--- config.mk ---
export PLATFORM = sky130hd
export DESIGN_NAME = pixel_pack_ctrl
export DESIGN_NICKNAME = d
export VERILOG_FILES = /design/src/rtl/pixel_pkg.sv /design/src/rtl/pix_trunc.sv /design/src/rtl/pixel_pack_ctrl.sv
export SDC_FILE = /design/constraint.sdc
export NUM_CORES = 1
export LEC_CHECK = 0
export BUFFER_PORTS_ARGS = -buffer_cell sky130_fd_sc_hd__buf_2
export CAP_MARGIN = 0
export CORE_UTILIZATION = 50
export DETAILED_ROUTE_END_ITERATION = 10
export GPL_TIMING_DRIVEN = 0
export MAX_ROUTING_LAYER = met4
export PLACE_DENSITY_LB_ADDON = 0.3
export REMOVE_ABC_BUFFERS = 1
export SKIP_LAST_GASP = 1
export SLEW_MARGIN = 0
export SYNTH_ARGS = -nofsm -noshare
export SYNTH_HDL_FRONTEND = slang
export SYNTH_SLANG_ARGS = --single-unit
--- constraint.sdc ---
create_clock -name clk_rxg -period 2.4 [get_ports clk_rxg]
set_input_delay 0.36 -clock clk_rxg [delete_from_list [all_inputs] [get_ports clk_rxg]]
set_output_delay 0.36 -clock clk_rxg [all_outputs]
set_load 0.005 [all_outputs]
--- src/rtl/pixel_pkg.sv ---
// Shared types and constants for the pixel packing path.
package pixel_pkg;

  localparam int unsigned PIX_IN_W  = 12;
  localparam int unsigned PIX_OUT_W = 8;
  localparam int unsigned LANES     = 8;

  typedef enum logic [1:0] {
    IDLE,
    WAIT_FRAME,
    ACTIVE,
    DROP
  } state_t;

  typedef enum logic [1:0] {
    SEL_HI  = 2'd0,
    SEL_MID = 2'd1,
    SEL_LO  = 2'd2,
    SEL_SAT = 2'd3
  } bit_sel_t;

endpackage

--- src/rtl/pix_trunc.sv ---
// Combinational 12-to-8 bit window select with optional saturation.
module pix_trunc
  import pixel_pkg::*;
(
  input  logic [PIX_IN_W-1:0]  pix,
  input  logic [1:0]           bit_sel,
  output logic [PIX_OUT_W-1:0] pix_out
);

  always_comb begin
    pix_out = pix[11:4];
    case (bit_sel_t'(bit_sel))
      SEL_HI:  pix_out = pix[11:4];
      SEL_MID: pix_out = pix[9:2];
      SEL_LO:  pix_out = pix[7:0];
      SEL_SAT: pix_out = (|pix[11:10]) ? '1 : pix[9:2];
      default: pix_out = pix[11:4];
    endcase
  end

endmodule

--- src/rtl/pixel_pack_ctrl.sv ---
// Packs eight 12-bit pixel lanes into 64-bit FIFO words with SOF/EOL tagging,
// line/frame counting, line-length and overflow checking.
module pixel_pack_ctrl
  import pixel_pkg::*;
#(
  parameter int unsigned WORDS_PER_LINE = 128,
  parameter int unsigned CNT_W          = 12
) (
  input  logic                clk_rxg,
  input  logic                rst_rx_n,
  input  logic [PIX_IN_W-1:0] datapar_in0,
  input  logic [PIX_IN_W-1:0] datapar_in1,
  input  logic [PIX_IN_W-1:0] datapar_in2,
  input  logic [PIX_IN_W-1:0] datapar_in3,
  input  logic [PIX_IN_W-1:0] datapar_in4,
  input  logic [PIX_IN_W-1:0] datapar_in5,
  input  logic [PIX_IN_W-1:0] datapar_in6,
  input  logic [PIX_IN_W-1:0] datapar_in7,
  input  logic                fvals,
  input  logic                lvals,
  input  logic [1:0]          bit_sel,
  input  logic                fifo_full,
  output logic                fifo_wr_en,
  output logic [63:0]         fifo_din,
  output logic                fifo_sof,
  output logic                fifo_eol,
  output logic                frame_done,
  output logic [CNT_W-1:0]    frame_cnt,
  output logic [CNT_W-1:0]    line_cnt,
  output logic                err_line_len,
  output logic                err_overflow
);

  localparam int unsigned BEAT_W = $clog2(WORDS_PER_LINE) + 1;

  logic [PIX_IN_W-1:0] lane_in [LANES];
  logic [63:0]         packed_word;

  assign lane_in[0] = datapar_in0;
  assign lane_in[1] = datapar_in1;
  assign lane_in[2] = datapar_in2;
  assign lane_in[3] = datapar_in3;
  assign lane_in[4] = datapar_in4;
  assign lane_in[5] = datapar_in5;
  assign lane_in[6] = datapar_in6;
  assign lane_in[7] = datapar_in7;

  for (genvar g = 0; g < LANES; g++) begin : g_lane
    pix_trunc u_trunc (
      .pix     (lane_in[g]),
      .bit_sel (bit_sel),
      .pix_out (packed_word[g*PIX_OUT_W +: PIX_OUT_W])
    );
  end

  state_t            state, state_next;
  logic              fvals_q, beat_q;
  logic              hold_valid, hold_sof, sof_armed;
  logic [63:0]       hold_data;
  logic [BEAT_W-1:0] beat_cnt;

  logic beat, fvals_rise, fvals_fall;
  logic frame_start, frame_end, take, line_end;
  logic overflow, do_write, len_bad;

  always_comb begin
    beat        = fvals & lvals;
    fvals_rise  = fvals & ~fvals_q;
    fvals_fall  = ~fvals & fvals_q;
    frame_start = (state == WAIT_FRAME) & fvals_rise;
    frame_end   = ((state == ACTIVE) | (state == DROP)) & fvals_fall;
    // A beat coinciding with the fvals rise belongs to the new frame.
    take        = beat & ((state == ACTIVE) | frame_start);
    // Covers both an lvals fall and fvals dropping while lvals is still high.
    line_end    = (state == ACTIVE) & beat_q & ~beat;
    overflow    = (take & fifo_full) | (line_end & hold_valid & fifo_full);
    do_write    = hold_valid & ~fifo_full & (take | line_end);
    len_bad     = line_end & ((beat_cnt != BEAT_W'(WORDS_PER_LINE)) | lvals);
  end

  always_ff @(posedge clk_rxg) begin
    if (!rst_rx_n) state <= IDLE;
    else           state <= state_next;
  end

  always_comb begin
    state_next = state;
    case (state)
      IDLE:       if (!fvals) state_next = WAIT_FRAME;
      WAIT_FRAME: if (fvals_rise) state_next = overflow ? DROP : ACTIVE;
      ACTIVE: begin
        if (frame_end)     state_next = WAIT_FRAME;
        else if (overflow) state_next = DROP;
      end
      DROP:       if (frame_end) state_next = WAIT_FRAME;
      default:    state_next = IDLE;
    endcase
  end

  always_ff @(posedge clk_rxg) begin
    if (!rst_rx_n) begin
      fvals_q      <= 1'b0;
      beat_q       <= 1'b0;
      hold_valid   <= 1'b0;
      hold_sof     <= 1'b0;
      hold_data    <= '0;
      sof_armed    <= 1'b0;
      beat_cnt     <= '0;
      fifo_wr_en   <= 1'b0;
      fifo_din     <= '0;
      fifo_sof     <= 1'b0;
      fifo_eol     <= 1'b0;
      frame_done   <= 1'b0;
      frame_cnt    <= '0;
      line_cnt     <= '0;
      err_line_len <= 1'b0;
      err_overflow <= 1'b0;
    end else begin
      fvals_q    <= fvals;
      beat_q     <= beat;
      fifo_wr_en <= do_write;
      fifo_sof   <= do_write & hold_sof;
      fifo_eol   <= do_write & line_end;
      frame_done <= frame_end;
      if (do_write)  fifo_din  <= hold_data;
      if (frame_end) frame_cnt <= frame_cnt + 1'b1;

      if (frame_start) begin
        line_cnt     <= '0;
        err_line_len <= 1'b0;
        err_overflow <= 1'b0;
        sof_armed    <= 1'b1;
      end
      if (line_end && line_cnt != '1) line_cnt <= line_cnt + 1'b1;
      if (len_bad)  err_line_len <= 1'b1;
      if (overflow) err_overflow <= 1'b1;

      if (take && !fifo_full) begin
        hold_data  <= packed_word;
        hold_valid <= 1'b1;
        hold_sof   <= frame_start | sof_armed;
        sof_armed  <= 1'b0;
        if (beat_cnt != '1) beat_cnt <= beat_cnt + 1'b1;
      end else if (line_end || overflow || state != ACTIVE) begin
        hold_valid <= 1'b0;
        beat_cnt   <= '0;
      end
    end
  end

endmodule

# After elaboration in Yosys (flattened, before gate mapping)
# Index checks and enable logic that the tools add are counted.
op_classes:
  mul: 0
  order_cmp: 0
  n_reduce_logical: 22
  div: 0
  n_mux: 33
  bitwise: 27
  n_eq_ne: 15
  n_addsub: 3
  shifts: 0
op_table:
  columns: ["op", "n"]
  rows:
  - ["$pmux 8 s4", 8]
  - ["$mux 8", 11]
  - ["$add 12x1->12 const B", 2]
  - ["$mux 12", 2]
  - ["$reduce_or 2->1", 9]
  - ["$and 1x1->1", 16]
  - ["$ne 8x8->1 const B", 2]
  - ["$ne 12x12->1 const B", 1]
  - ["$mux 2", 5]
  - ["$add 8x1->8 const B", 1]
  - ["$eq 2x2->1 const B", 4]
  - ["$ne 2x2->1 const B", 4]
  - ["$pmux 2 s4", 1]
  - ["$reduce_bool 2->1", 4]
  - ["$mux 1", 6]
  - ["$or 1x1->1", 6]
  - ["$not 1->1", 5]
  - ["$eq 2x1->1 const B", 2]
  - ["$logic_not 2->1", 2]
  - ["$reduce_and 4->1", 1]
  - ["$ne 3x3->1 const B", 1]
  - ["$logic_and 1x1->1", 2]
  - ["$logic_or 1x1->1", 2]
  - ["$ne 2x1->1 const B", 1]
  - ["other kinds (2)", 2]
word_totals:
  in_bits: 103
  out_inout_bits: 94
  romBits: 0
  latch_bits: 0
  n_memories: 0
  wordCells: 117
  ff_bits: 173
  ramBits: 0

# Depth between registers and ports, before layout
# Gate-level depths: netlist (run 1).
depth:
  depth_word: 11
  mapped_depth: 10
  mapped_depth_nobuf: 7

# By module
# From an unflattened synthesis (run 1), not the netlist that was laid out.
unflattened:
  hier_cells: 960
  hier_area_um2: 9180.1
by_module_without_submodules:
  columns: ["mod", "cells_per_inst", "instances", "seq_area_each_um2", "area_each_um2"]
  rows:
  - ["pixel_pack_ctrl", 744, 1, 3463.3, 7058.0]
  - ["pix_trunc", 27, 8, 0.0, 265.3]

# Least setup slack after synthesis (run 1)
# No wires, ideal clock.
synth_path:
  path_type: "register -> register"
  from: "register state[1]"
  to: "register hold_data[10]"
  arrival_time_ns: 1.888
  slack_ns: 0.388
  path_buffers: 3
  setup_time_ns: 0.124
  stages_incl_launch_ff: 11
  path_cell_list: "dfxtp_1 -> inv_1 -> ha_1 -> nand2b_2 -> a21o_4 -> or2_1 -> buf_2 -> buf_6 -> buf_2 -> a221oi_1 -> a21oi_1"
synth_via:
  elab_chain_len: 5
  word_cells_on_any_way: 6
  cone_classes: "2 x eq/ne; 3 x bitwise; 1 x reduce/logical"
synth_rtl:
  columns: ["element", "line", "text"]
  rows:
  - ["from (decl)", "pixel_pack_ctrl.sv:56", "state_t state, state_next;"]
  - ["from (signal assigned)", "pixel_pack_ctrl.sv:83", "else state <= state_next;"]
  - ["$eq 2x1->1", "pixel_pack_ctrl.sv:70", "frame_start = (state == WAIT_FRAME) & fvals_rise;"]
  - ["$and 1x1->1", "pixel_pack_ctrl.sv:70", null]
  - ["$or 1x1->1 *", "pixel_pack_ctrl.sv:73", "take = beat & ((state == ACTIVE) | frame_start);"]
  - ["$and 1x1->1 *", "pixel_pack_ctrl.sv:73", null]
  - ["$logic_and 1x1->1 *", "pixel_pack_ctrl.sv:138", "if (take && !fifo_full) begin"]
  - ["to (signal assigned)", "pixel_pack_ctrl.sv:139", "hold_data <= packed_word;"]
  - ["to (decl)", "pixel_pack_ctrl.sv:59", "logic [63:0] hold_data;"]
# Every way passes the cells marked *; elsewhere a longest branch is shown, timed or not.
# A chain may end at the register's enable or synchronous reset.

# Worst setup path in the final report (run 1)
layout_path:
  from: "register state[1]"
  to: "register hold_data[30]"
# Same word-level chain as after synthesis.

==> impl_results.md, run 1 <==
* TritonCTS sink count at 173
* Sequential group share of total power at 0.441
* Number of fillers in the final layout at 1383
* Final WL at 20930 um
* Synth top area share at 0.4312
* Met1 Routed Length at 9240 um
* Global-route wire length before repair at 33040 um
* Unique masters post-synth at 61
* GRT Util Overall at 0.2588
* NumNets Final at 1255
* Post-route ant nets at 0
* Hold Buf Count CTS at 0
* Initial antenna violation count at 5
* Cell chain of the critical path: inv_1, ha_1, nand2b_2, a21o_4, or2_4, or3_1, a21oi_1
* Ys Warns at 0
* Met3 wire length at 1532 um
* Initial Util at 0.5206
* DP HPWL at 13470 um
* Worst min-delay path category: in -> reg
* Slowest cell delay on critical path at 0.45 ns
* Psw at 1660 uW
* Pwr dens at 688.8 nW/um^2
* Post-synthesis sequential area ratio at 0.4312
* Top Ports at 197
* CTS Buf Count at 17
* DRT Pass-1 Iters at 5
* Cell area after synthesis at 8031 um^2
* Post-synthesis register bit count at 173
* Post-synth EDFFs at 0
* Setup Skew at 0.006102 ns
* Drt initial violations at 455
* Layout Cells excl Fill at 1372
* Slowest cell on crit path: or3_1
* Slew of the pin with the lowest slew margin at 0.8534 ns
* Port-buffer cells at 196
* Ranking of synthesized cells by area: dfxtp_1, nand2_1, a21oi_1
* Switching part of the total power at 0.2442
* Top sig layer: met4
* Clock Latency Late Sink at 0.42 ns
* Clock root buffer: clkbuf_16
* RSZ-0062 raised after global routing: false
* Vias in the first global route at 6807
* Max Freq at 440.2 MHz
* Via density at 5.604
* Worst Path Buf+Inv at 1
* Final instance area at 9867 um^2
* H-tree depth at 4
* Internal Power at 5137 uW
* CTS tree: built
* Largest net degree at the start of global routing at 74
* CTS Buffer Depth at 2
* Max transition margin at 0.4289
* CP arrival at 2.62 ns
* Top cells by count, synth: nand2_1, dfxtp_1, a21oi_1
* Top FF cell, synth: dfxtp_1
* Final WS setup at 0.1284 ns
* Clk network pwr share at 0.441
* GPL Wtd Cong at 0.8339
* Min Tclk post-route at 2.272 ns
* Total global routing overflow at 0
* Area Growth Syn to Fin at 22.85%
* Share of the clock period used by the worst path at 0.9465
* Placed Instances at 1330
* Row count at 45
* # DRC at 0
* Mean Syn Cell Area at 8.129 um^2
* Crit-path leading delay family: simple AND/OR/NAND/NOR gates
* Final setup fails at 0
* DR vias at 7689
* Post-Syn Instances at 988
* Combinational Power Share at 0.118
* Die area at 16570 um^2
* Worst VDD drop at 0.4816 mV
* Place WS at -0.8360 ns
* Start-to-end type of the worst setup path: reg -> reg
* Layout cells sized above 1 at 0.2543
* Die Span Y at 128.7 um
* Largest area contributor in the netlist: dfxtp_1
* Total Power at 6796 uW
* Avg WL per Cell at 15.26 um
* Critical path capture point type: flop
* Final hold violation count at 0
* Core area at 15430 um^2
* Die W at 128.7 um
* Max-slew violations at 0
* Most frequent cell after synthesis: nand2_1
* Worst Path Required at 2.74 ns
* CP startpoint kind: flop
* DP Area at 9146 um^2
* Worst-path clk slew at 0.06 ns
* Outcome: completed
* Async set-reset flop share out of synthesis at 0
* Met2 WL at 9901 um
* CP max FO at 41
* Max-cap viol count at 0
* Leak at 0.003743 uW
## metal layers
layer  vias up  global-route usage
met5         -                   -
met4         0             0.07405
met3        22             0.07568
met2       253              0.4137
met1      3567              0.3162
li1       3847                   -
## power by group through the flow
stage | registers [uW] | clock network [uW] | logic (uW)
floorplan | 3050 | 0 | 465
detailed placement | 3060 | 0 | 778
global route | 3010 | 3170 | 883
finish | 3000 | 3000 | 803
CTS | 3000 | 3050 | 794
global placement | 3060 | 0 | 737
## cell type report
class | count | area (um^2) | share of cell area
multi-input cells | 734 | 4274 | 0.4332
flip-flops and latches | 173 | 3463 | 0.3510
repair buffers | 206 | 1164 | 0.1179
clock buffers | 18 | 429.2 | 0.04349
well taps | 211 | 264.0 | 0.02676
clock inverters | 14 | 216.5 | 0.02194
inverters | 11 | 43.79 | 0.004438
diodes | 5 | 12.51 | 0.001268
## worst paths after layout
check	slack, ns	endpoint	cells after the start	from
worst min-delay path	0.28	hold_data[57]	3	datapar_in7[3]
worst max register to register	0.13	hold_data[30]	7	state[1]
worst max-delay path	0.13	hold_data[30]	7	state[1]
worst min register to register	0.45	fifo_din[44]	2	fifo_din[44]
## worst min-delay path: cells and delay by family
family                 cells  cell delay, ns
buffers and inverters      1            0.09
AOI/OAI and AO/OA          2            0.22
## cell usage in the layout, fill, tap and decap left out, types with 9 or more instances in the layout
cell / count
a211oi_1: 17
a21oi_1: 141
a221oi_1: 12
buf_2: 195
clkbuf_16: 17
dfxtp_1: 173
inv_1: 10
mux2_2: 37
nand2_1: 220
nand3_1: 14
nor2_1: 33
nor2b_1: 30
nor3_1: 10
o211ai_1: 11
o21ai_0: 45
o221ai_1: 27
o22a_1: 9
o22ai_1: 16
or3_1: 25
## per-stage QoR
| step | setup TNS, ns | util | hold WS, ns |
|---|---|---|---|
| 2_1_floorplan | -111.86 | - | 0.4287 |
| 3_3_place_gp | -357.16 | 0.5822 | 0.4368 |
| 3_5_place_dp | -29.81 | 0.5929 | 0.4396 |
| 4_1_cts | 0 | 0.6371 | 0.2553 |
| 5_1_grt | 0 | 0.6396 | 0.2747 |
| 6_report | 0 | 0.6396 | 0.2777 |
## kinds of logic (layout without fill, tap and decap cells)
logic type                 count (synthesis)  in the layout  share of synthesized area
muxes                                     40             40                    0.05562
xor gates and xnor gates                  11             11                    0.01200
buffers and inverters                     82            249                    0.04175
adders and majority gates                  9              9                    0.01402
DFF                                      173            173                     0.4312
and+or+nand+nor                          368            369                     0.2091
AOI/OAI and AO/OA                        305            305                     0.2363
other                                      0              5                          0
## state kept, by name, summed over array words and instances, names as in the netlist, 2 cells and up
register / flops
beat_cnt: 8
fifo_din: 64
frame_cnt: 12
hold_data: 64
line_cnt: 12
state: 2
## repair_timing
| item | 4_1_cts | 5_1_grt |
|---|---|---|
| resized for setup | 2 | 2 |
| pin swaps | 2 | 0 |
| gates cloned | 1 | 0 |
| setup endpoints to repair | 98 | 16 |
| hold endpoints to repair | 0 | 0 |
| buffers inserted | 3 | 0 |
No activity file was read; power rests on OpenSTA's default activity.
==> inputs of run 2 (changes only) <==
SETUP_SLACK_MARGIN = 0.15   (was unset)
==> impl_results.md, run 2 (synthesized netlist as in run 1, its figures left out) <==
* # DRC at 0
* Commonest non-fill, non-tap cells in the layout: nand2_1, buf_2, dfxtp_1, a21oi_1, o21ai_0
* Placed Instances at 1330
* DRT Pass-1 Iters at 5
* Place WS at -0.8360 ns
* Top Ports at 197
* Final WL at 20910 um
* CP arrival at 2.55 ns
* Share of the clock period used by the worst path at 0.9183
* Row count at 45
* Via density at 5.589
* DP Area at 9146 um^2
* Final instance area at 9857 um^2
* Final hold violation count at 0
* Layout Cells excl Fill at 1371
* CP max FO at 41
* Port-buffer cells at 196
* Setup Skew at 0.006836 ns
* Worst min-delay path category: in -> reg
* Max transition margin at 0.4056
* Max Freq at 453.7 MHz
* Die W at 128.7 um
* Critical path capture point type: flop
* Max-slew violations at 0
* Global-route wire length before repair at 33040 um
* Final setup fails at 0
* Post-route ant nets at 0
* Slew of the pin with the lowest slew margin at 0.8883 ns
* Clock root buffer: clkbuf_16
* Start-to-end type of the worst setup path: reg -> reg
* Die area at 16570 um^2
* Leak at 0.003739 uW
* RSZ-0062 raised after global routing: true
* Initial Util at 0.5206
* Setup TNS at 0 ns
* Pwr dens at 690.4 nW/um^2
* Core area at 15430 um^2
* NumNets Final at 1254
* Layout cells sized above 1 at 0.2571
* Drt initial violations at 456
* Avg WL per Cell at 15.25 um
* Initial antenna violation count at 5
* Total global routing overflow at 0
* TritonCTS sink count at 173
* CTS tree: built
* GPL Wtd Cong at 0.8339
* Die Span Y at 128.7 um
* GRT Util Overall at 0.2588
* DP HPWL at 13470 um
* Largest net degree at the start of global routing at 74
* Area Growth Syn to Fin at 22.73%
* Outcome: completed
* Max-cap viol count at 0
* DR vias at 7662
* CTS Buffer Depth at 2
* CP startpoint kind: flop
* Worst VDD drop at 0.4805 mV
* Most common cell after layout, fill and taps aside: nand2_1
* Worst-path clk slew at 0.07 ns
* Number of fillers in the final layout at 1387
* Vias in the first global route at 6809
* Worst Path Required at 2.74 ns
* Total Power at 6805 uW
* Final WS setup at 0.1960 ns
* Clock Latency Late Sink at 0.42 ns
* Top flop regs: fifo_din x64, hold_data x64
* Min Tclk post-route at 2.204 ns
* H-tree depth at 4
* CTS Buf Count at 17
## run 2: path summary, 6_finish.rpt
kind	endpoint	cells after the start	slack [ns]	startpoint
max	hold_data[30]	7	0.20	state[1]
min	hold_data[9]	3	0.28	datapar_in1[5]
max reg2reg	hold_data[30]	7	0.20	state[1]
min reg2reg	fifo_din[2]	2	0.45	hold_data[2]
## run 2: power by group
| part | internal (uW) | leakage (uW) | switching (uW) |
|---|---|---|---|
| Sequential | 2950 | 0.00140 | 47.1 |
| Combinational | 331 | 0.00203 | 471 |
| Clock | 1860 | 0.000314 | 1150 |
## run 2: timing repair
item | 4_1_cts | 5_1_grt
cloned | 1 | 0
hold buffers | 0 | 0
pin swaps | 2 | 0
resized for setup | 4 | 5
setup endpoints to repair | 130 | 85
setup buffers | 3 | 0
## run 2: final cells by class
cell class | instances | area (um^2) | area share
inverter | 11 | 43.79 | 0.004443
antenna | 5 | 12.51 | 0.001269
multi-input combinational | 734 | 4280 | 0.4342
timing repair buffer | 205 | 1146 | 0.1163
clock inverter | 14 | 216.5 | 0.02196
sequential | 173 | 3465 | 0.3515
clock buffer | 18 | 429.2 | 0.04354
tap | 211 | 264.0 | 0.02678
## run 2: metal layers
layer	vias to the layer above	track usage	share of wire
li1	3838	-	-
met2	234	0.4137	0.47
met4	0	0.07405	0.011
met3	20	0.07568	0.073
met1	3570	0.3162	0.44
met5	-	-	0
## run 2: metrics by stage
step,hold slack (ns),util
after detailed placement,0.4396,0.5929
after global routing,0.2747,0.6389
after floorplan,0.4287,-
after CTS,0.2553,0.6375
final,0.2773,0.6389
after global placement,0.4368,0.5822
## run 2: critical path: stages, from the launching register on
cell and delay [ns]:
dfxtp_1 0.34, inv_1 0.11, ha_2 0.26, nand2b_2 0.11, a21o_4 0.28, or2_4 0.41, or3_1 0.45, a21oi_1 0.14
